**config.mk**
```make
export PLATFORM = sky130hd
export DESIGN_NAME = uart_tx_shifter
export DESIGN_NICKNAME = d
export VERILOG_FILES = /design/src/rtl/uart_pkg.sv /design/src/rtl/uart_baud_tick.sv /design/src/rtl/uart_tx_shifter.sv
export SDC_FILE = /design/constraint.sdc
export NUM_CORES = 1
export LEC_CHECK = 0
export BUFFER_PORTS_ARGS = -buffer_cell sky130_fd_sc_hd__clkbuf_2
export CAP_MARGIN = 5
export CORE_ASPECT_RATIO = 0.75
export CORE_MARGIN = 1
export CORE_UTILIZATION = 45
export DETAILED_ROUTE_END_ITERATION = 10
export PLACE_DENSITY = 0.64
export SYNTH_ARGS = -nofsm -noshare
export SYNTH_HDL_FRONTEND = slang
export SYNTH_SLANG_ARGS = --single-unit
```
**constraint.sdc**
```tcl
create_clock -name clk -period 1.89 [get_ports clk]
set_input_delay 0.378 -clock clk [delete_from_list [all_inputs] [get_ports clk]]
set_output_delay 0.378 -clock clk [all_outputs]
set_load 0.005 [all_outputs]
```
**src/rtl/uart_pkg.sv**
```systemverilog
// Shared types and constants for the UART transmit shifter.
package uart_pkg;

   typedef enum logic [1:0] {
      IDLE  = 2'd0,
      SHIFT = 2'd1,
      DONE  = 2'd2
   } tx_state_t;

   localparam int FRAME_BITS           = 10;
   localparam int DATA_BITS            = 8;
   localparam int DEFAULT_CLKS_PER_BIT = 868;

endpackage

```
**src/rtl/uart_baud_tick.sv**
```systemverilog
// Baud-rate divider: one-cycle tick every CLKS_PER_BIT clocks while clear is low.
module uart_baud_tick
   import uart_pkg::*;
#(
   parameter int CLKS_PER_BIT = DEFAULT_CLKS_PER_BIT
) (
   input  logic clk,
   input  logic reset,
   input  logic clear,
   output logic tick
);

   localparam int CW = (CLKS_PER_BIT > 2) ? $clog2(CLKS_PER_BIT) : 1;
   localparam logic [CW-1:0] TERM = CW'(CLKS_PER_BIT - 1);

   logic [CW-1:0] cnt;

   assign tick = (cnt == TERM);

   always_ff @(posedge clk) begin
      if (reset || clear) cnt <= '0;
      else if (tick)      cnt <= '0;
      else                cnt <= cnt + 1'b1;
   end

endmodule

```
**src/rtl/uart_tx_shifter.sv**
```systemverilog
// 8N1 UART transmitter: accepts a byte on TX_load, shifts it out LSB first,
// then parks in DONE until TX_load drops so a held request cannot retrigger.
module uart_tx_shifter
   import uart_pkg::*;
#(
   parameter int CLKS_PER_BIT = DEFAULT_CLKS_PER_BIT
) (
   input  logic       clk,
   input  logic       reset,
   input  logic       TX_load,
   input  logic [7:0] tx_data,
   output logic       COUNT,
   output logic       tx_serial
);

   localparam logic [3:0] LAST_BIT = 4'(FRAME_BITS - 1);

   tx_state_t             state, state_nxt;
   logic [FRAME_BITS-1:0] shreg;
   logic [3:0]            bit_cnt;
   logic                  tick;
   logic                  baud_clear;

   // Baud counter only runs during SHIFT, so every frame starts at count 0.
   assign baud_clear = (state != SHIFT);

   uart_baud_tick #(.CLKS_PER_BIT(CLKS_PER_BIT)) u_baud (
      .clk   (clk),
      .reset (reset),
      .clear (baud_clear),
      .tick  (tick)
   );

   always_ff @(posedge clk) begin
      if (reset) state <= IDLE;
      else       state <= state_nxt;
   end

   always_comb begin
      state_nxt = state;
      unique case (state)
         IDLE:    if (TX_load) state_nxt = SHIFT;
         SHIFT:   if (tick && bit_cnt == LAST_BIT) state_nxt = DONE;
         DONE:    if (!TX_load) state_nxt = IDLE;
         default: state_nxt = IDLE;
      endcase
   end

   always_ff @(posedge clk) begin
      if (reset) begin
         shreg   <= '1;
         bit_cnt <= '0;
      end else begin
         unique case (state)
            IDLE: begin
               if (TX_load) begin
                  shreg   <= {1'b1, tx_data, 1'b0};
                  bit_cnt <= '0;
               end
            end
            SHIFT: begin
               if (tick) begin
                  shreg   <= {1'b1, shreg[FRAME_BITS-1:1]};
                  bit_cnt <= (bit_cnt == LAST_BIT) ? 4'd0 : bit_cnt + 4'd1;
               end
            end
            default: ;
         endcase
      end
   end

   // COUNT follows TX_load in IDLE so the control FSM sees it in its first cycle.
   always_comb begin
      COUNT     = 1'b0;
      tx_serial = 1'b1;
      unique case (state)
         IDLE:  COUNT = TX_load;
         SHIFT: begin
            COUNT     = 1'b1;
            tx_serial = shreg[0];
         end
         default: ;
      endcase
   end

endmodule

```
# ---- Word-level counts from Yosys, hierarchy flattened
# Cells that the tools add are included.
dict set report totals {
  reg_bits 26
  out_inout_bits 2
  in_bits 11
  word_cells 35
}
dict set report op_classes {
  addsub 2
  eq_ne 9
  reduce_logical 7
  mux 13
}
# cell count
set op_table {}
lappend op_table {{10-bit two-way mux} 2}
lappend op_table {{10-bit one-hot mux with 2 select lines} 1}
lappend op_table {{4-bit two-way mux} 3}
lappend op_table {{10-bit by 1-bit adder with 10-bit output (second input constant)} 1}
lappend op_table {{10-bit equality test (second input constant)} 1}
lappend op_table {{2-bit inequality test (second input constant)} 4}
lappend op_table {{4-bit one-hot mux with 2 select lines} 1}
lappend op_table {{2-bit two-way mux} 3}
lappend op_table {{2-bit one-hot mux with 3 select lines} 1}
lappend op_table {{3-bit AND reduction} 2}
lappend op_table {{4-bit by 1-bit adder with 4-bit output (second input constant)} 1}
lappend op_table {{4-bit equality test (second input constant)} 1}
lappend op_table {{2-bit by 1-bit equality test with 1-bit output (second input constant)} 1}
lappend op_table {{2-bit equality test (second input constant)} 1}
lappend op_table {{2-bit logical NOT} 1}
lappend op_table {{2-bit by 1-bit inequality test with 1-bit output (second input constant)} 1}
lappend op_table {{1-bit one-hot mux with 2 select lines} 1}
lappend op_table {{2-bit nonzero test} 1}
lappend op_table {{2-bit OR reduction} 1}
lappend op_table {{1-bit logical AND} 1}
lappend op_table {{1-bit logical OR} 1}
lappend op_table {{1-bit two-way mux} 1}

# ---- Logic depth before layout (Yosys ltp)
# Gate-level depths: netlist of the first run.
dict set report logic_depth {
  ltp_word 4
  mapped_depth 6
  depth_no_buf 6
}

# ---- By module
# A second synthesis of the first run with hierarchy kept.
dict set report hier_totals {
  cells_unflattened 138
  hier_area_um2 1233.7
}
# module area_each_um2 seq_area_each_um2 cells_per_inst instances
set modules_own_cells {}
lappend modules_own_cells {uart_tx_shifter 779.5 300.3 85 1}
lappend modules_own_cells {uart_baud_tick 454.2 200.2 53 1}

# ---- Least setup slack after synthesis of the first run
# No wires, ideal clock.
dict set report synth_path {
  path_kind {register to register}
  startpoint {reg u_baud.cnt[0]}
  endpoint {reg bit_cnt[0]}
  arrival_ps 1381
  stages_incl_launch_ff 7
  period_less_slack_ps 1504
  required_ps 1767
  setup_time_ps 123
  setup_slack_ps 386
  n_path_buf 1
  path_cell_list {dfxtp_1 -> ha_1 -> nand4b_4 -> o31ai_2 -> and2_1 -> buf_4 -> o22ai_1}
}
dict set report synth_via {
  elab_chain_cells 3
}
# item line
set synth_lines {}
lappend synth_lines {{start: declaration} uart_baud_tick.sv:16} ;# logic [CW-1:0] cnt;
lappend synth_lines {{start signal: assignment} uart_baud_tick.sv:23} ;# else cnt <= cnt + 1'b1;
lappend synth_lines {{10-bit equality test} uart_baud_tick.sv:18} ;# assign tick = (cnt == TERM);
lappend synth_lines {{2-bit inequality test (no line)} -}
lappend synth_lines {{3-bit AND reduction (no line)} -}
lappend synth_lines {{end signal: assignment} uart_tx_shifter.sv:64} ;# bit_cnt <= (bit_cnt == LAST_BIT) ? 4'd0 : bit_cnt + 4'd1;
lappend synth_lines {{end: declaration} uart_tx_shifter.sv:20} ;# logic [3:0] bit_cnt;
# No other way between the ends.
# A chain may end at the register's enable or synchronous reset.

# ---- Worst setup path in the final report of the first run
dict set report layout_path {
  startpoint {reg state[0]}
  endpoint {out tx_serial}
}
dict set report layout_via {
  elab_chain_cells 2
}
# item line
set layout_lines {}
lappend layout_lines {{start: declaration} uart_tx_shifter.sv:18} ;# tx_state_t state, state_nxt;
lappend layout_lines {{start signal: assignment} uart_tx_shifter.sv:36} ;# else state <= state_nxt;
lappend layout_lines {{2-bit by 1-bit equality test with 1-bit output} uart_tx_shifter.sv:76} ;# unique case (state)
lappend layout_lines {{1-bit two-way mux} uart_tx_shifter.sv:76}
lappend layout_lines {{end: declaration} uart_tx_shifter.sv:13} ;# output logic tx_serial
# No other way between the ends.

==> flow_metrics.tcl, run 1 <==
set metrics [dict create \
    ir_worst_vdd_mv 0.484 \
    rsz0062_at_grt "false" \
    p_per_area_nw_per_um2 681 \
    fmaxAchievable_mhz 586 \
    worstMarginPinSlew_ns 0.412 \
    critPathKind "flip-flop to output pin" \
    dpl_cell_area_um2 1310 \
    fin_util 0.552 \
    reg2reg_setup_slack_ns 0.23 \
    synth_nets 149 \
    hold_start "TX_load" \
    first_iter_violations 105 \
    seq_area_um2 500 \
    worstReg2RegStart "u_baud.cnt[0]$_SDFF_PP0_" \
    end_kind "output pin" \
    design.die.area_um2 2910 \
    crit_path_max_incr_delay_ns 0.42 \
    synth_area_um2 1210 \
    grt_remaining_overflow 0 \
    fin_crit_sh 0.903 \
    synth_enable_flop_cells 0 \
    synthCells 135 \
    fp.dieW_um 61.9 \
    area.growth.synth_to_final_pct 10.3 \
    ctsLongestPathBuffers 2 \
    maxCapViolCount 0 \
    gp_congestion 0.826 \
    numCtsBuffers 3 \
    slew_violations 0 \
    seq_area_frac_synth 0.413 \
    clk_latency_ns 0.32 \
    cts_sinks 25 \
    start_util 0.501 \
    fp.dieH_um 47.0 \
    crit_arrival_ns 1.33 \
    syn-mean-instance-area_um2 8.98 \
    leakagePower_nw 0.523 \
    cts.clk_slew.worst_paths_ns 0.13 \
    drc 0 \
    grt_first_pass_wirelength_mm 4.08 \
    root_buffer "clkbuf_4" \
    final_nets 162 \
    synthArstFlopShare 0 \
    design_area_um2 1340 \
    preCtsSetupSlack_ns 0.127 \
    wl_mm 2.41 \
    crit_required_ns 1.51 \
    slowest_stage "dfxtp_1" \
    setup_viol 0 \
    synth_xor_area_frac 0.0578 \
    dpl.hpwl_mm 1.76 \
    worstReg2RegEnd "state[1]$_SDFFE_PP0P_" \
    worst_slack_ns 0.183 \
    r2r_cells 5 \
    nFillCells 228 \
    cp_max_fo 11 \
    hold_path_class "input port to flip-flop" \
    synthMuxAreaShare 0 \
    whs_path_depth 3 \
    holdPathEnd "state[1]$_SDFFE_PP0P_" \
    drt_first_pass_iters 4 \
    grtUsageTotal 0.195 \
    vias_per_cell 5.55 \
    ys.flop_type "dfxtp_1" \
    vias 1004 \
    postRouteAntennaNets 0 \
    synthSimpleGateAreaFrac 0.266 \
    crit_chain "nor2b_1 > buf_4 > nand2_1 > clkbuf_2" \
    synth_fa_ha_area_frac 0.0310 \
    rows 15 \
    portBuffers 12 \
    grt_max_degree 20 \
    outcome "finished clean" \
    period_needed_ns 1.71 \
    final_layout_size_suffix_gt1_frac 0.177 \
    max_slew_margin 0.723 \
    yosys_warnings 0 \
    io_pins 13 \
    diodes 0 \
    clock_skew_ns 0.00411 \
    avgRoutedWirePerCell_um 13.3 \
    finalSetupTns_ns 0 \
    tritoncts "done" \
    synth-seq-cells 25 \
    synth_cell_types 36 \
    cp-start-kind "flip-flop" \
    core_um2 2420 \
    multiInputGateArea_um2 656 \
    first_global_vias 865 \
    h-tree-depth 1 \
    synth_compound_area_frac 0.185 \
    synth_top_family_by_area "simple AND/OR/NAND/NOR gates" \
    hold_violations 0 \
    antenna_found_initial 0 \
]
[cells by family (layout without fill, tap and decap cells)]
kind of cell,count (synthesis),in the layout
simple gates,53,53
compound gates,33,33
flops,25,25
buf+inv,13,25
xor+xnor,8,8
fa+ha+maj,3,3
[worst max path at each step]
| stage | start | endpoint | slack, ns | cells after the start |
|---|---|---|---|---|
| final | state[0]$_SDFFE_PP0P_ | tx_serial | 0.18 | 4 |
| after global routing | state[0]$_SDFFE_PP0P_ | tx_serial | 0.08 | 4 |
| after CTS | u_baud.cnt[0]$_SDFF_PP0_ | shreg[1]$_SDFFE_PP1P_ | 0.10 | 5 |
| after detailed placement | u_baud.cnt[0]$_SDFF_PP0_ | shreg[1]$_SDFFE_PP1P_ | 0.13 | 5 |
| after global placement | u_baud.cnt[0]$_SDFF_PP0_ | shreg[1]$_SDFFE_PP1P_ | 0.21 | 5 |
| after floorplan | u_baud.cnt[0]$_SDFF_PP0_ | bit_cnt[0]$_SDFFE_PP0P_ | 0.39 | 6 |
[layer usage]
metal / vias up / GRT usage / routed length [um] / share of wire
li1: 507 / - / - / -
met5: - / 0 / 0 / 0
met2: 23 / 0.282 / 1000 / 0.42
met3: 0 / 0.0579 / 108 / 0.045
met1: 474 / 0.293 / 1300 / 0.54
met4: 0 / 0.0267 / 0 / 0
[registers in the layout, indices dropped and copies added, names as in the netlist]
name	flops
u_baud.cnt	10
state	2
shreg	9
bit_cnt	4
[layout by cell type (no fill, tap or decap), types with 2 or more instances in the layout]
cell type	count
a211oi_1	15
a21oi_1	10
a31oi_1	2
and2_1	7
and3_1	2
buf_4	5
clkbuf_2	12
clkbuf_4	3
dfxtp_1	25
ha_1	3
inv_1	4
nand2_1	6
nand2b_1	4
nand3_1	6
nor2_1	12
nor3_1	3
xnor2_1	3
xor2_1	5
[worst max-delay path, delay by kind of cell (launching register included)]
kind	cells	cell delay, ns
buffers and inverters	2	0.31
DFF	1	0.42
and+or+nand+nor	2	0.28
[what timing repair did]
action / CTS / global route
hold buffers: 0 / 0
endpoints found under the setup margin: 0 / 12
resized for setup: 0 / 1
buffers inserted: 0 / 0
[where the power goes]
part           internal [mW]  switching, mW
Combinational         0.0475         0.0640
Clock                 0.0826          0.159
Sequential             0.547         0.0108
Total                  0.677          0.234
[cell type report]
class,count,area share
Clock buffer,4,0.0196
Timing Repair Buffer,17,0.0730
Multi-Input combinational cell,97,0.490
Sequential cell,25,0.374
Tap cell,34,0.0318
Inverter,4,0.0112
[Yosys cell counts (2+ instances only)]
cell       n  area (um2)
and2_1     8        50.1
a211oi_1  15         113
nor3_1     3        15.0
nor2_1    12        45.0
a31oi_1    2        12.5
buf_4      2        15.0
inv_1      4        15.0
xnor2_1    3        26.3
nand2_1    6        22.5
nand2b_1   4        25.0
nand3_1    6        30.0
and3_1     2        12.5
clkbuf_1   6        22.5
xor2_1     5        43.8
a21oi_1   10        50.1
dfxtp_1   25         500
ha_1       3        37.5
[per-stage QoR]
| step | instances | hold slack, ns | total power, mW |
|---|---|---|---|
| after floorplan | 135 | 0.426 | 0.644 |
| after global placement | 177 | 0.442 | 0.676 |
| after detailed placement | 177 | 0.461 | 0.679 |
| after CTS | 181 | 0.310 | 0.913 |
| after global routing | 181 | 0.327 | 0.949 |
| final | 181 | 0.314 | 0.911 |
No activity file was read; power rests on OpenSTA's default activity.
==> inputs of run 2 (changes only) <==
--- a/config.mk
+++ b/config.mk
@@ -7,11 +7,14 @@
 export LEC_CHECK = 0
 export BUFFER_PORTS_ARGS = -buffer_cell sky130_fd_sc_hd__clkbuf_2
 export CAP_MARGIN = 5
+export CELL_PAD_IN_SITES_DETAIL_PLACEMENT = 1
+export CELL_PAD_IN_SITES_GLOBAL_PLACEMENT = 2
 export CORE_ASPECT_RATIO = 0.75
 export CORE_MARGIN = 1
-export CORE_UTILIZATION = 45
+export CORE_UTILIZATION = 35
 export DETAILED_ROUTE_END_ITERATION = 10
-export PLACE_DENSITY = 0.64
+export PLACE_DENSITY = 0.77
 export SYNTH_ARGS = -nofsm -noshare
 export SYNTH_HDL_FRONTEND = slang
+export SYNTH_HIERARCHICAL = 1
 export SYNTH_SLANG_ARGS = --single-unit
==> run 2 against run 1 <==
  * Utilization is 12 points lower
  * Non-clock buffer count up 9
  * Largest power group unchanged
  * Fmax is 1.8% lower
  * Synthesized area is 1.8% higher
  * Global-route usage fell by 1.8 points
  * Via count grew 7.2%
  * Worst setup slack worse by 0.032 ns
  * Routed wire length increased by 22%
  * Total power rose by 6.3%
  * Clock skew increased by 0.0013 ns
  * Register-to-register slack worse by 0.08 ns
  * Largest cell class unchanged
==> flow_metrics.tcl, run 2 <==
set metrics [dict create \
    synth_enable_flop_cells 0 \
    cts.clk_slew.worst_paths_ns 0.09 \
    final_common_cell "dfxtp_1" \
    antenna_found_initial 0 \
    slew_violations 0 \
    hold_violations 0 \
    largest_register "u_baud/cnt" \
    largest_reg_flops 10 \
    yosysMostFrequentCell "dfxtp_1" \
    hold_path_class "input port to flip-flop" \
    final_nets 175 \
    synth_cell_types 39 \
    cts_sinks 25 \
    clock_skew_ns 0.00539 \
    gp_congestion 0.757 \
    end_kind "flip-flop" \
    hold_start "TX_load" \
    grt_max_degree 21 \
    wl_mm 2.94 \
    mostFrequentLayoutCells "dfxtp_1 (25), buf_4 (14), o21ai_0 (13)" \
    ir_worst_vdd_mv 0.500 \
    clk_latency_ns 0.27 \
    p_int_mw 0.740 \
    postRouteAntennaNets 0 \
    leakagePower_nw 0.543 \
    synth-seq-cells 25 \
    root_buffer "clkbuf_8" \
    yosysTopAreaCell "dfxtp_1" \
    comb_power_share 0.097 \
    ctsLongestPathBuffers 2 \
    cp-start-kind "flip-flop" \
    maxCapViolCount 0 \
    vias 1076 \
    avgRoutedWirePerCell_um 14.7 \
    syn-mean-instance-area_um2 8.94 \
    rows 18 \
    seq_area_frac_synth 0.406 \
    diodes 0 \
    outcome "finished clean" \
    p_per_area_nw_per_um2 666 \
    whs_path_depth 3 \
    yosys_warnings 6 \
    grt.met2_usage 0.294 \
    worst_slack_ns 0.151 \
    synth_nets 152 \
    period_needed_ns 1.74 \
    vias_per_cell 5.38 \
    synthCells 138 \
    ys.flop_type "dfxtp_1" \
    core_um2 3330 \
    io_pins 13 \
    fp.dieH_um 53.4 \
    crit_arrival_ns 1.91 \
    first_iter_violations 35 \
    grtUsageTotal 0.177 \
    synthArstFlopShare 0 \
    fin_crit_sh 0.920 \
    critPathKind "flip-flop to flip-flop" \
    portBuffers 12 \
    use_met3 0.0457 \
    grt_use_met1 0.233 \
    start_util 0.370 \
    grt_first_pass_wirelength_mm 5.12 \
    post_cts_buffers 0 \
    synthTopCellsByArea "dfxtp_1 (41%), mux2i_1 (6.5%), o21ai_0 (5.3%)" \
    fin_util 0.436 \
    worstReg2RegEnd "shreg[8]$_SDFFE_PP1P_" \
    synth_area_um2 1230 \
    design.die.area_um2 3770 \
    seq_power_share 0.572 \
    numCtsBuffers 3 \
    synth_top_area_share 0.406 \
    top_usage_layer "met2" \
    h-tree-depth 1 \
    switching_share 0.236 \
    worstMarginPinSlew_ns 0.297 \
    tritoncts "done" \
    rsz0062_at_grt "false" \
    r2r_cells 7 \
    crit_required_ns 2.06 \
    drc 0 \
    reg2reg_setup_slack_ns 0.15 \
    area.growth.synth_to_final_pct 17.7 \
    dpl.hpwl_mm 2.19 \
    top_regs "u_baud/cnt x10, shreg x9, bit_cnt x4" \
    holdPathEnd "state[1]$_SDFFE_PP0P_" \
    grt_remaining_overflow 0 \
    final_layout_size_suffix_gt1_frac 0.231 \
    max_slew_margin 0.800 \
    worstReg2RegStart "u_baud/cnt[1]$_SDFF_PP0_" \
    hold_buffers 0 \
    cp_max_fo 3 \
    finalSetupTns_ns 0 \
    p_clk_frac 0.331 \
    setup_viol 0 \
    drt_first_pass_iters 4 \
    yosys-top-cells-count "dfxtp_1 (25), nor2_1 (13), o21ai_0 (13)" \
    first_global_vias 1095 \
    preCtsSetupSlack_ns 0.0398 \
    fmaxAchievable_mhz 575 \
    fp.dieW_um 70.6 \
    p_sw_mw 0.228 \
    hold_ws_ns 0.411 \
]
## run 2: cell count changes after synthesis, moves of 3 or more
cell      previous run  this run
a211oi_1            15         0
mux2i_1              0         8
a21oi_1             10         6
nor3_1               3         0
clkbuf_1             6         3
nand3b_1             1         5
o311ai_1             1         5
o21ai_0              0        13
and2_1               8         0
## run 2: cell type report
| class | count | area [um2] |
|---|---|---|
| Clock buffer | 4 | 45.0 |
| Fill cell | 404 | 1880 |
| Inverter | 6 | 22.5 |
| Multi-Input combinational cell | 99 | 669 |
| Sequential cell | 25 | 500 |
| Tap cell | 40 | 50.0 |
| Timing Repair Buffer | 26 | 165 |
## run 2: what timing repair did
action                                  in CTS  in global routing
pin swaps                                    0                  0
gates resized for setup                      1                  3
endpoints found under the setup margin       2                  9
## run 2: how the worst max path moves through the flow
stage / cells past startpoint / to / start
after floorplan: 6 / shreg[8]$_SDFFE_PP1P_ / u_baud/cnt[4]$_SDFF_PP0_
after global placement: 6 / shreg[8]$_SDFFE_PP1P_ / u_baud/cnt[3]$_SDFF_PP0_
after detailed placement: 6 / shreg[8]$_SDFFE_PP1P_ / u_baud/cnt[9]$_SDFF_PP0_
after CTS: 8 / shreg[6]$_SDFFE_PP1P_ / u_baud/cnt[1]$_SDFF_PP0_
after global routing: 8 / shreg[7]$_SDFFE_PP1P_ / u_baud/cnt[1]$_SDFF_PP0_
final: 7 / shreg[8]$_SDFFE_PP1P_ / u_baud/cnt[1]$_SDFF_PP0_
## run 2: critical path, stage by stage, from the launching register on
cell,delay (ns)
dfxtp_1,0.37
ha_1,0.18
nor2b_2,0.17
nand2_1,0.10
nor2_2,0.13
mux2i_1,0.10
or4_1,0.41
a21o_1,0.19
## run 2: power groups by stage
stage	Combinational [mW]	Sequential, mW	Clock (mW)
floorplan	0.0654	0.563	0
global placement	0.0899	0.565	0
detailed placement	0.0935	0.566	0
CTS	0.0945	0.554	0.331
global route	0.106	0.556	0.360
finish	0.0935	0.554	0.320
## run 2: through the flow
step	power, mW	cells	cell area [um2]
finish	0.968	200	1450
global route	1.02	200	1450
CTS	0.979	200	1450
detailed placement	0.659	196	1400
global placement	0.654	196	1400
floorplan	0.628	138	1230
## run 2: layer usage
metal | part of all wire | vias up
met5 | 0 | -
met4 | 0.0027 | 0
met3 | 0.031 | 3
met2 | 0.44 | 18
met1 | 0.53 | 504
li1 | - | 551
## run 2: logic make-up after synthesis
logic type               count (synthesis)  share of synthesized area
buffers and inverters                   14                     0.0608
flip-flops                              25                      0.406
adder cells (fa/ha/maj)                  3                     0.0304
AO/OA/AOI/OAI                           36                      0.190
AND/OR/NAND/NOR                         47                      0.213
XOR/XNOR                                 5                     0.0355
multiplexers                             8                     0.0649
==> inputs of run 3 (changes only) <==
--- a/config.mk
+++ b/config.mk
@@ -14,6 +14,7 @@
 export CORE_UTILIZATION = 35
 export DETAILED_ROUTE_END_ITERATION = 10
 export PLACE_DENSITY = 0.77
+export SETUP_SLACK_MARGIN = 0.5
 export SYNTH_ARGS = -nofsm -noshare
 export SYNTH_HDL_FRONTEND = slang
 export SYNTH_HIERARCHICAL = 1
==> run 3 against run 2 <==
  * The run now ends with DRC left
  * Fmax down 1.1%
  * Critical path depth shrank 1
  * Clock-buffer cell count unchanged
  * Utilization up 6.2 points
  * Total power rose by 3.5%
  * Routed wire length rose by 17%
  * Die area unchanged
  * Critical path type unchanged
  * Sequential share of layout area decreased by 3.3 points
  * Register-to-register slack got worse by 0.02 ns
  * Cell count grew 5.0%
  * First-iteration DRC count is 23% higher
==> flow_metrics.tcl, run 3 (synthesis gave the netlist of run 2 again) <==
set metrics [dict create \
    crit_chain "nor4b_4 > nand2_4 > nor2_4 > and3b_2 > or3b_1 > a31oi_1" \
    grtUsageTotal 0.186 \
    clk_latency_ns 0.28 \
    wl_mm 3.43 \
    top_usage_layer "met2" \
    period_needed_ns 1.76 \
    fmaxAchievable_mhz 569 \
    drt_first_pass_iters 7 \
    multiInputGateArea_um2 757 \
    final_nets 185 \
    fp.dieH_um 53.4 \
    grt_first_pass_wirelength_mm 5.31 \
    start_util 0.370 \
    first_iter_violations 43 \
    crit_path_max_incr_delay_ns 0.36 \
    hold_path_class "input port to flip-flop" \
    hold_ws_ns 0.387 \
    cts_sinks 25 \
    critPathKind "flip-flop to flip-flop" \
    final_common_cell "buf_4" \
    power_mw 1.00 \
    numCtsBuffers 3 \
    largest_register "u_baud/cnt" \
    mostFrequentLayoutCells "buf_4 (19), dfxtp_1 (17), clkbuf_2 (11)" \
    diodes 0 \
    violations "DRC" \
    tritoncts "done" \
    portBuffers 12 \
    hold_buffers 0 \
    h-tree-depth 1 \
    dp_cells 191 \
    grt_use_met1 0.230 \
    slew_violations 0 \
    ctsLongestPathBuffers 2 \
    leakagePower_nw 0.633 \
    worst_slack_ns 0.133 \
    design.die.area_um2 3770 \
    grt_max_degree 21 \
    area.growth.synth_to_final_pct 34.6 \
    avgRoutedWirePerCell_um 16.3 \
    nFillCells 383 \
    final_layout_size_suffix_gt1_frac 0.388 \
    cp-start-kind "flip-flop" \
    fin_util 0.498 \
    hold_violations 0 \
    end_kind "flip-flop" \
    max_slew_margin 0.760 \
    vias 1142 \
    outcome "finished with violations" \
    postRouteAntennaNets 0 \
    setup_viol 0 \
    slowest_stage "or3b_1" \
    seq_area_um2 518 \
    ir_worst_vdd_mv 0.272 \
    vias_per_cell 5.44 \
    final_cells 210 \
    top_regs "u_baud/cnt x10, shreg x9, bit_cnt x4" \
    use_met3 0.0400 \
    finalSetupTns_ns 0 \
    rsz0062_at_grt "true" \
    grt_remaining_overflow 0 \
    first_global_vias 1142 \
    dpl_cell_area_um2 1410 \
    dpl.hpwl_mm 2.09 \
    root_buffer "clkbuf_8" \
    crit_required_ns 2.09 \
    clock_skew_ns 0.0101 \
    maxCapViolCount 0 \
    critical_path_buf_inv_count 0 \
    rows 18 \
    antenna_found_initial 0 \
    grt.met2_usage 0.335 \
    crit_arrival_ns 1.96 \
    worstMarginPinSlew_ns 0.360 \
    drc 2 \
    core_um2 3330 \
    fin_crit_sh 0.930 \
    cts.clk_slew.worst_paths_ns 0.09 \
    preCtsSetupSlack_ns 0.122 \
    cp_max_fo 4 \
    largest_reg_flops 10 \
    crit_family "simple AND/OR/NAND/NOR gates" \
    fp.dieW_um 70.6 \
    gp_congestion 0.728 \
    design_area_um2 1660 \
    p_per_area_nw_per_um2 603 \
    io_pins 13 \
]
## run 3: cell types whose count changed in the layout (fill, tap and decap cells not counted), sizes merged
cell    change
clkbuf      -1
buf        +11
## run 3: repair_timing
action,CTS,global route
setup endpoints to repair,23,25
buffers inserted,9,6
pin swaps,8,4
resized for setup,14,17
gates cloned,0,0
hold endpoints to repair,0,0
## run 3: area by class of cell
type	count	share of cell area
Multi-Input combinational cell	99	0.456
Clock buffer	4	0.0271
Timing Repair Buffer	36	0.161
Sequential cell	25	0.312
Inverter	6	0.0136
Tap cell	40	0.0301
## run 3: path summary, 6_finish.rpt
check | start | endpoint | slack (ns) | cells after the start
min | tx_data[7] | shreg[8]$_SDFFE_PP1P_ | 0.39 | 3
min reg2reg | shreg[0]$_SDFFE_PP1P_ | shreg[0]$_SDFFE_PP1P_ | 0.47 | 2
max | u_baud/cnt[4]$_SDFF_PP0_ | bit_cnt[3]$_SDFFE_PP0P_ | 0.13 | 6
max reg2reg | u_baud/cnt[4]$_SDFF_PP0_ | bit_cnt[3]$_SDFFE_PP0P_ | 0.13 | 6
## run 3: report_power, final
group | switching [mW] | internal [mW] | leakage (nW)
sequential | 0.0117 | 0.542 | 0.209
clock | 0.177 | 0.151 | 0.0228
combinational | 0.0586 | 0.0607 | 0.402
## run 3: routing by layer
layer / wire [um] / share of wire
met4: 25 / 0.0073
met3: 119 / 0.035
met5: 0 / 0
met2: 1700 / 0.49
met1: 1590 / 0.46
## run 3: worst register-to-register path, delay by kind of cell, from the launching register on
family | cells | cell delay, ns
AND/OR/NAND/NOR | 5 | 1.13
AO/OA/AOI/OAI | 1 | 0.19
flip-flops | 1 | 0.35
